<file path="src/rtl/ws2812b_in_module.sv">
// WS2812B single-wire receiver: decodes 24-bit MSB-first words and detects the latch gap.
// Define WS2812B_IN_FORWARD_EN to build the chained-LED pass-through on ws2812b_dout.
//
// state   | meaning
// --------+-----------------------------------------------------------
// ST_SYNC | waiting for a full latch gap before trusting the line
// ST_LOW  | line low between pulses; watching for rise or latch gap
// ST_HIGH | line high; measuring pulse width for the bit decision
module ws2812b_in_module #(
   parameter int CYCLES_BIT_THRESH = 5,
   parameter int CYCLES_HIGH_MAX   = 12,
   parameter int CYCLES_RET_MIN    = 200
) (
   input  logic        clk,
   input  logic        reset,
   input  logic        ws2812b_din,
   output logic [23:0] bitstream,
   output logic        bitstream_valid,
   output logic        frame_end,
   output logic        rx_error,
   output logic [7:0]  word_count,
   output logic        ws2812b_dout,
   output logic [3:0]  debug_info
);

   localparam int LOW_W  = $clog2(CYCLES_RET_MIN + 1);
   localparam int HIGH_W = $clog2(CYCLES_HIGH_MAX + 1);
   localparam logic [LOW_W-1:0]  RET_MIN    = LOW_W'(CYCLES_RET_MIN);
   localparam logic [HIGH_W-1:0] HIGH_MAX   = HIGH_W'(CYCLES_HIGH_MAX);
   localparam logic [HIGH_W-1:0] BIT_THRESH = HIGH_W'(CYCLES_BIT_THRESH);

   typedef enum logic [1:0] {ST_SYNC, ST_LOW, ST_HIGH} state_t;

   state_t              state, state_nxt;
   logic                din_meta, din_sync, din_prev;
   logic [LOW_W-1:0]    low_cnt, low_nxt;
   logic [HIGH_W-1:0]   high_cnt, high_nxt;
   logic [4:0]          bit_cnt, bit_nxt;
   logic [22:0]         shreg, shreg_nxt;
   logic [7:0]          word_cnt, word_nxt;
   logic [23:0]         bitstream_q, bitstream_nxt;
   logic                valid_q, valid_nxt;
   logic                fe_q, fe_nxt;
   logic                err_q, err_nxt;
   logic                rise, fall, bit_val;

   assign rise    = din_sync & ~din_prev;
   assign fall    = ~din_sync & din_prev;
   assign bit_val = (high_cnt >= BIT_THRESH);

   always_ff @(posedge clk) begin
      if (reset) begin
         din_meta    <= 1'b0;
         din_sync    <= 1'b0;
         din_prev    <= 1'b0;
         state       <= ST_SYNC;
         low_cnt     <= '0;
         high_cnt    <= '0;
         bit_cnt     <= '0;
         shreg       <= '0;
         word_cnt    <= '0;
         bitstream_q <= '0;
         valid_q     <= 1'b0;
         fe_q        <= 1'b0;
         err_q       <= 1'b0;
      end else begin
         din_meta    <= ws2812b_din;
         din_sync    <= din_meta;
         din_prev    <= din_sync;
         state       <= state_nxt;
         low_cnt     <= low_nxt;
         high_cnt    <= high_nxt;
         bit_cnt     <= bit_nxt;
         shreg       <= shreg_nxt;
         word_cnt    <= word_nxt;
         bitstream_q <= bitstream_nxt;
         valid_q     <= valid_nxt;
         fe_q        <= fe_nxt;
         err_q       <= err_nxt;
      end
   end

   always_comb begin
      state_nxt     = state;
      low_nxt       = low_cnt;
      high_nxt      = high_cnt;
      bit_nxt       = bit_cnt;
      shreg_nxt     = shreg;
      word_nxt      = word_cnt;
      bitstream_nxt = bitstream_q;
      valid_nxt     = 1'b0;
      fe_nxt        = 1'b0;
      err_nxt       = 1'b0;
      case (state)
         ST_SYNC: begin
            if (din_sync) begin
               low_nxt = '0;
            end else if (low_cnt == RET_MIN - LOW_W'(1)) begin
               // Enter LOW already saturated so this gap raises no latch event
               low_nxt   = RET_MIN;
               state_nxt = ST_LOW;
            end else begin
               low_nxt = low_cnt + LOW_W'(1);
            end
         end
         ST_LOW: begin
            if (rise) begin
               state_nxt = ST_HIGH;
               high_nxt  = HIGH_W'(1);
               low_nxt   = '0;
            end else if (low_cnt != RET_MIN) begin
               low_nxt = low_cnt + LOW_W'(1);
               if (low_cnt == RET_MIN - LOW_W'(1)) begin
                  if (bit_cnt != 5'd0) begin
                     err_nxt = 1'b1;
                  end else if (word_cnt != 8'd0) begin
                     fe_nxt = 1'b1;
                  end
                  bit_nxt  = '0;
                  word_nxt = '0;
               end
            end
         end
         ST_HIGH: begin
            if (fall) begin
               shreg_nxt = {shreg[21:0], bit_val};
               if (bit_cnt == 5'd23) begin
                  bitstream_nxt = {shreg, bit_val};
                  valid_nxt     = 1'b1;
                  bit_nxt       = '0;
                  if (word_cnt != 8'hFF) begin
                     word_nxt = word_cnt + 8'd1;
                  end
               end else begin
                  bit_nxt = bit_cnt + 5'd1;
               end
               // The falling-edge sample is the first low cycle of the gap
               low_nxt   = LOW_W'(1);
               state_nxt = ST_LOW;
            end else if (high_cnt >= HIGH_MAX) begin
               err_nxt   = 1'b1;
               bit_nxt   = '0;
               word_nxt  = '0;
               low_nxt   = '0;
               state_nxt = ST_SYNC;
            end else begin
               high_nxt = high_cnt + HIGH_W'(1);
            end
         end
         default: begin
            state_nxt = ST_SYNC;
         end
      endcase
   end

`ifdef WS2812B_IN_FORWARD_EN
   logic fwd_active;

   // Forwarding opens after the first word of a frame and closes at its end
   always_ff @(posedge clk) begin
      if (reset) begin
         fwd_active <= 1'b0;
      end else if (err_nxt || fe_nxt) begin
         fwd_active <= 1'b0;
      end else if (valid_nxt) begin
         fwd_active <= 1'b1;
      end
   end

   assign ws2812b_dout = fwd_active & din_prev;
`else
   assign ws2812b_dout = 1'b0;
`endif

   assign bitstream       = bitstream_q;
   assign bitstream_valid = valid_q;
   assign frame_end       = fe_q;
   assign rx_error        = err_q;
   assign word_count      = word_cnt;
   assign debug_info      = {din_sync, valid_q, fe_q, err_q};

endmodule

</file>
<file path="config.mk">
export PLATFORM = sky130hd
export DESIGN_NAME = ws2812b_in_module
export DESIGN_NICKNAME = d
export VERILOG_FILES = /design/src/rtl/ws2812b_in_module.sv
export SDC_FILE = /design/constraint.sdc
export NUM_CORES = 1
export LEC_CHECK = 0
export BUFFER_PORTS_ARGS = -buffer_cell sky130_fd_sc_hd__buf_2
export CORE_MARGIN = 10
export CORE_UTILIZATION = 62
export CTS_BUF_LIST = sky130_fd_sc_hd__clkbuf_16
export CTS_CLUSTER_DIAMETER = 60
export DETAILED_ROUTE_END_ITERATION = 10
export PLACE_DENSITY = 0.88
export SYNTH_ARGS = -nofsm -noshare
export SYNTH_HDL_FRONTEND = slang
export SYNTH_SLANG_ARGS = --single-unit
</file>
<file path="constraint.sdc">
create_clock -name clk -period 4.3 [get_ports clk]
set_input_delay 0.645 -clock clk [delete_from_list [all_inputs] [get_ports clk]]
set_output_delay 0.645 -clock clk [all_outputs]
set_load 0.02 [all_outputs]
</file>
Word-level counts from Yosys, hierarchy flattened --
Cells that the tools add are included.
Cells by class: equal/unequal tests 18, bitwise gates (word level) 9, mux-type cells 40, $lt $le $gt $ge 2, add/sub/neg operators 4, reductions and logical operators 14
Operators with widths (count):
- 8-bit two-way mux | 12
- 5-bit two-way mux | 6
- 8-bit case mux with 3 select lines | 1
- 8-bit by 1-bit adder with 8-bit output (second input constant) | 2
- 2-bit inequality test (second input constant) | 8
- 8-bit inequality test (second input constant) | 2
- 8-bit case mux with 2 select lines | 1
- 4-bit two-way mux | 3
- 3-bit inequality test (second input constant) | 4
- 2-bit two-way mux | 5
- 5-bit case mux with 2 select lines | 1
- 8-bit equality test (second input constant) | 1
- 1-bit two-way mux | 8
- 4-bit case mux with 2 select lines | 1
- 4-bit AND reduction | 2
- 8-bit nonzero test | 1
- 1-bit inverter | 7
- 7-bit AND reduction | 1
- 2-bit case mux with 3 select lines | 1
- 3-bit AND reduction | 2
- 6-bit OR reduction | 1
- 5-bit by 1-bit adder with 5-bit output (second input constant) | 1
- 5-bit equality test (second input constant) | 1
- 5-bit AND reduction | 1
- other kinds (13) | 14
Storage, ports and cells: output and inout bits 40, register bits after elaboration 80, word-level logic and storage cells 100

Depth between registers and ports, before layout --
depth after elaboration 6, depth in mapped cells 9, depth with buffers taken out 7

Least setup slack after synthesis --
OpenSTA, ideal clock, no wires.
kind register to register, start point register state[1], end point register bit_cnt[3], path buffers 1, slack 2372 ps, data required time 4230 ps, stages on the path, launching flop included 9, arrival 1858 ps, cell sequence dfxtp_1 > inv_1 > ha_1 > buf_2 > inv_1 > o41ai_4 > nand2_2 > or4_1 > a21oi_1
Between the ends: longest elaborated chain between the ends 3, elaborated cells between the ends (all ways) 9
Ends and longest elaborated chain:
- start, declared | RTL line 34 | state_t state, state_nxt;
- start signal, assigned | RTL line 70 | state <= state_nxt;
- 2-bit equality test / 2-bit by 1-bit equality test with 1-bit output (equally long branches) | RTL line 94 | case (state)
- 3-bit inequality test (no source line), or another cell as far along
- 5-bit AND reduction (no source line)
- end signal, assigned | RTL line 73 | bit_cnt <= bit_nxt;
- end, declared | RTL line 38 | logic [4:0] bit_cnt, bit_nxt;
Several ways; a longest one is shown, not always the timed one. A chain may end at the register's enable or synchronous reset.

Worst setup path in the final report --
start point register state[0], end point register bitstream_q[10] (netlist: bitstream[10])
Between the ends: longest elaborated chain between the ends 2
Ends and longest elaborated chain:
- 2-bit equality test | RTL line 94
- 3-bit AND reduction (no source line)
- end signal, assigned | RTL line 76 | bitstream_q <= bitstream_nxt;
- end, declared | RTL line 41 | logic [23:0] bitstream_q, bitstream_nxt;
No other way between the ends.

==> run metrics <==
async set-reset flop share out of synthesis 0%; GRT met3 Usage 4.05%; fill cell total of the finished layout 405; Worst Hold Class reg -> reg; dominant synthesized flop cell sky130_fd_sc_hd__dfxtp_1; Hold Crit Depth 1; cell count after synthesis 443; Post-Route Utilization 73.5%; clock-pin slew of the registers on the worst-case setup and hold paths 60 ps; Core Rows 27; leading cell types in the layout, fill and taps excluded sky130_fd_sc_hd__nand2_1 (109), sky130_fd_sc_hd__dfxtp_1 (80), sky130_fd_sc_hd__a21oi_1 (65); syn_nets 459; Final Routed Wirelength 8.11 mm; diode count 0; setup repair after global routing missed its margin no; number of distinct library cells after synthesis 56; total congestion overflow 0; via count of the first global-routing pass 2,870; worst slack after detailed placement 1880 ps; number of warnings reported in the yosys synthesis log 0; synthesized flop and latch total 80; cell at the root of the clock tree sky130_fd_sc_hd__clkbuf_16; Die Span Y 95.9 um; initial cell density of the core 64.5%; setup slack on the worst flop-to-flop path 1870 ps; data required time of the worst path 4490 ps; met1 Usage GRT 21.0%; clock tree from TritonCTS built; Final Non-Filler Cells 548; area inside the core boundary 5540 um2; Comb pwr share 9.6%; antenna violations before repair 0; worst-case setup margin in the final layout 1870 ps; R2R cell count 6; critical path data arrival time 2620 ps; worst slew slack as a fraction of its limit 47.4%; type of the worst setup path reg -> reg; total instance count after detailed placement 532; highest ir drop seen on vdd 0.306 mV; Sw Pwr 0.000425 W; cells resized by post-CTS repair 0; kind of start point of the critical path flip-flop; clk buf depth 2; GR Util met2 30.5%; basic-gate share of the synthesized area counting and, or, nand and nor cells 25.7%; static leakage 1.54 nW; commonest non-fill, non-tap cell in the layout sky130_fd_sc_hd__nand2_1; post-route antenna net violation count 0; setup violators final 0; Post-Synthesis Cell Area 3580 um2; setup TNS 0 ps; TritonRoute pass-1 iters 5; max-capacitance violation count 0; post-synthesis mux area share 0.280%; buffers inserted during post-CTS setup optimization 0; CP Max Fanout 24; initial drt markers 182; mean area per synthesized cell 8.07 um2; routed len/inst 14.8 um; count of hold buffers inserted by post-cts repair 0; global-route wire length before repair 13.2 mm; maximum number of pins on one net before global-route repair 81; die extent in x 95.9 um; pin slew with the least headroom to its limit 789 ps; Hold Crit Start din_meta$_SDFF_PP0_; Hold Path Sink din_sync$_SDFF_PP0_; sum of net half-perimeters after detailed placement 5.22 mm; GRT Total Usage 17.8%; Max Clk Rate 0.412 GHz; share of power burned in registers 45.8%; Synth area leaders sky130_fd_sc_hd__dfxtp_1 (45%), sky130_fd_sc_hd__nand2_1 (11%), sky130_fd_sc_hd__a21oi_1 (9.1%); H-tree lvl count 3; worst reg2reg path endpoint bitstream[10]$_SDFFE_PP0P_; Synth Area in Adders 4.55%; Post-Place Cell Area 3780 um2; Switching Fraction 25.1%; crit path capture type flip-flop; time the worst path needs with I/O delays and setup 2430 ps; area fraction in compound gates after synthesis 19.6%; fraction of power consumed by the clock network 44.6%; post-route cell area 4070 um2; power density relative to cell area 416 nW/um2; register area share after synthesis 44.8%; Nets 487; FF+latch area 1600 um2; top-level I/O count 43; status completed; startpoint of the most critical register-to-register path state[0]$_SDFFE_PP0P_; Post-synth EDFFs 0; Die ar. 9210 um2; synthesis-to-layout area growth 13.9%; area share of the leading cell type in the synthesized netlist 44.8%; count of final max-slew check failures 0; number of buffers added on ports 41; most area-hungry cell type in the Yosys netlist sky130_fd_sc_hd__dfxtp_1; remaining design rule violation count 0; final critical-path share of the clock period 56.5%; combinational family with the most area after synthesis simple AND/OR/NAND/NOR gates; TritonCTS Buffers 9; worst skew pair latency 340 ps; most utilized layer in the global route result met2; area occupied by multi-input gates 1800 um2; final count of hold timing violations 0; XOR/XNOR Fraction of Synth Area 0%; total via count after detailed routing 3,185; CTS Sinks 80; internal power 0.00127 W; vias per std cell 5.81; Post-Route Skew 4.39 ps; fraction of final layout cells with drive strength greater than 1 13.4%; routability congestion estimate 0.857
[Yosys cell counts (all sizes together), types with 4 or more instances]
| master | count |
|---|---|
| a21oi | 65 |
| nor3 | 4 |
| nand3 | 15 |
| buf | 10 |
| ha | 13 |
| nand2b | 6 |
| nand2 | 110 |
| a211oi | 5 |
| and3 | 4 |
| nor2b | 8 |
| nand4b | 6 |
| o31ai | 6 |
| clkbuf | 18 |
| dfxtp | 80 |
| o21ai | 13 |
| nor2 | 19 |
| inv | 14 |
[power by group through the flow]
stage          registers (W)  logic [W]  clock network [W]
3_3_place_gp        0.000789   0.000151                  0
3_5_place_dp        0.000791   0.000157                  0
4_1_cts             0.000774   0.000158           0.000767
5_1_grt             0.000777   0.000180           0.000794
2_1_floorplan       0.000787   0.000129                  0
6_report            0.000775   0.000162           0.000756
[through the flow]
step / total power (W) / hold WS [ps]
floorplan: 0.000916 / 414
CTS: 0.00170 / 443
finish: 0.00169 / 436
detailed placement: 0.000947 / 430
global route: 0.00175 / 469
global placement: 0.000940 / 422
[worst max-delay path, cell delays in order (launching register included)]
cell	delay, ps
sky130_fd_sc_hd__dfxtp_1	340
sky130_fd_sc_hd__inv_1	110
sky130_fd_sc_hd__ha_1	420
sky130_fd_sc_hd__and3b_1	530
sky130_fd_sc_hd__nand2_1	560
sky130_fd_sc_hd__nand2_1	230
sky130_fd_sc_hd__a21oi_1	90
[worst max path at each step]
stage                                from  cells past startpoint                         end  slack [ps]
global route        state[0]$_SDFFE_PP0P_                      6   bitstream[6]$_SDFFE_PP0P_        1590
finish              state[0]$_SDFFE_PP0P_                      6  bitstream[10]$_SDFFE_PP0P_        1870
floorplan           state[1]$_SDFFE_PP0P_                      8     bit_cnt[3]$_SDFFE_PP0P_        2370
global placement    state[0]$_SDFFE_PP0P_                      6   bitstream[2]$_SDFFE_PP0P_        2000
detailed placement  state[0]$_SDFFE_PP0P_                      6  bitstream[10]$_SDFFE_PP0P_        1880
CTS                 state[0]$_SDFFE_PP0P_                      6  bitstream[13]$_SDFFE_PP0P_        1870
[layer usage]
layer	vias to the layer above	share of wire (%)
li1	1594	-
met1	1478	42
met2	100	50
met3	13	5.8
met4	0	1.7
met5	-	0
[sequential cells by signal, indices dropped and copies added, names as in the netlist]
register and cells:
bitstream 24, high_cnt 4, din_sync 1, low_cnt 8
bitstream_valid 1, frame_end 1, rx_error 1, word_count 8
shreg 23, state 2, din_prev 1, bit_cnt 5
din_meta 1
[layout make-up]
type                       instances  area share, %
clock buffer                       9           5.53
clock inverter                     7           1.75
inverter                          14           1.29
multi-input combinational        321           44.1
sequential                        80           39.3
tap                               72           2.21
timing repair buffer              45           5.78
[logic make-up (layout without fill, tap and decap cells)]
kind of cell / after synthesis / count (layout)
other: 1 / 1
flip-flops: 80 / 80
multiplexers: 1 / 1
adder cells (fa/ha/maj): 13 / 13
buffers and inverters: 42 / 75
AO/OA/AOI/OAI: 114 / 114
AND/OR/NAND/NOR: 192 / 192
Note: power is estimated with default switching activity, not from simulation.
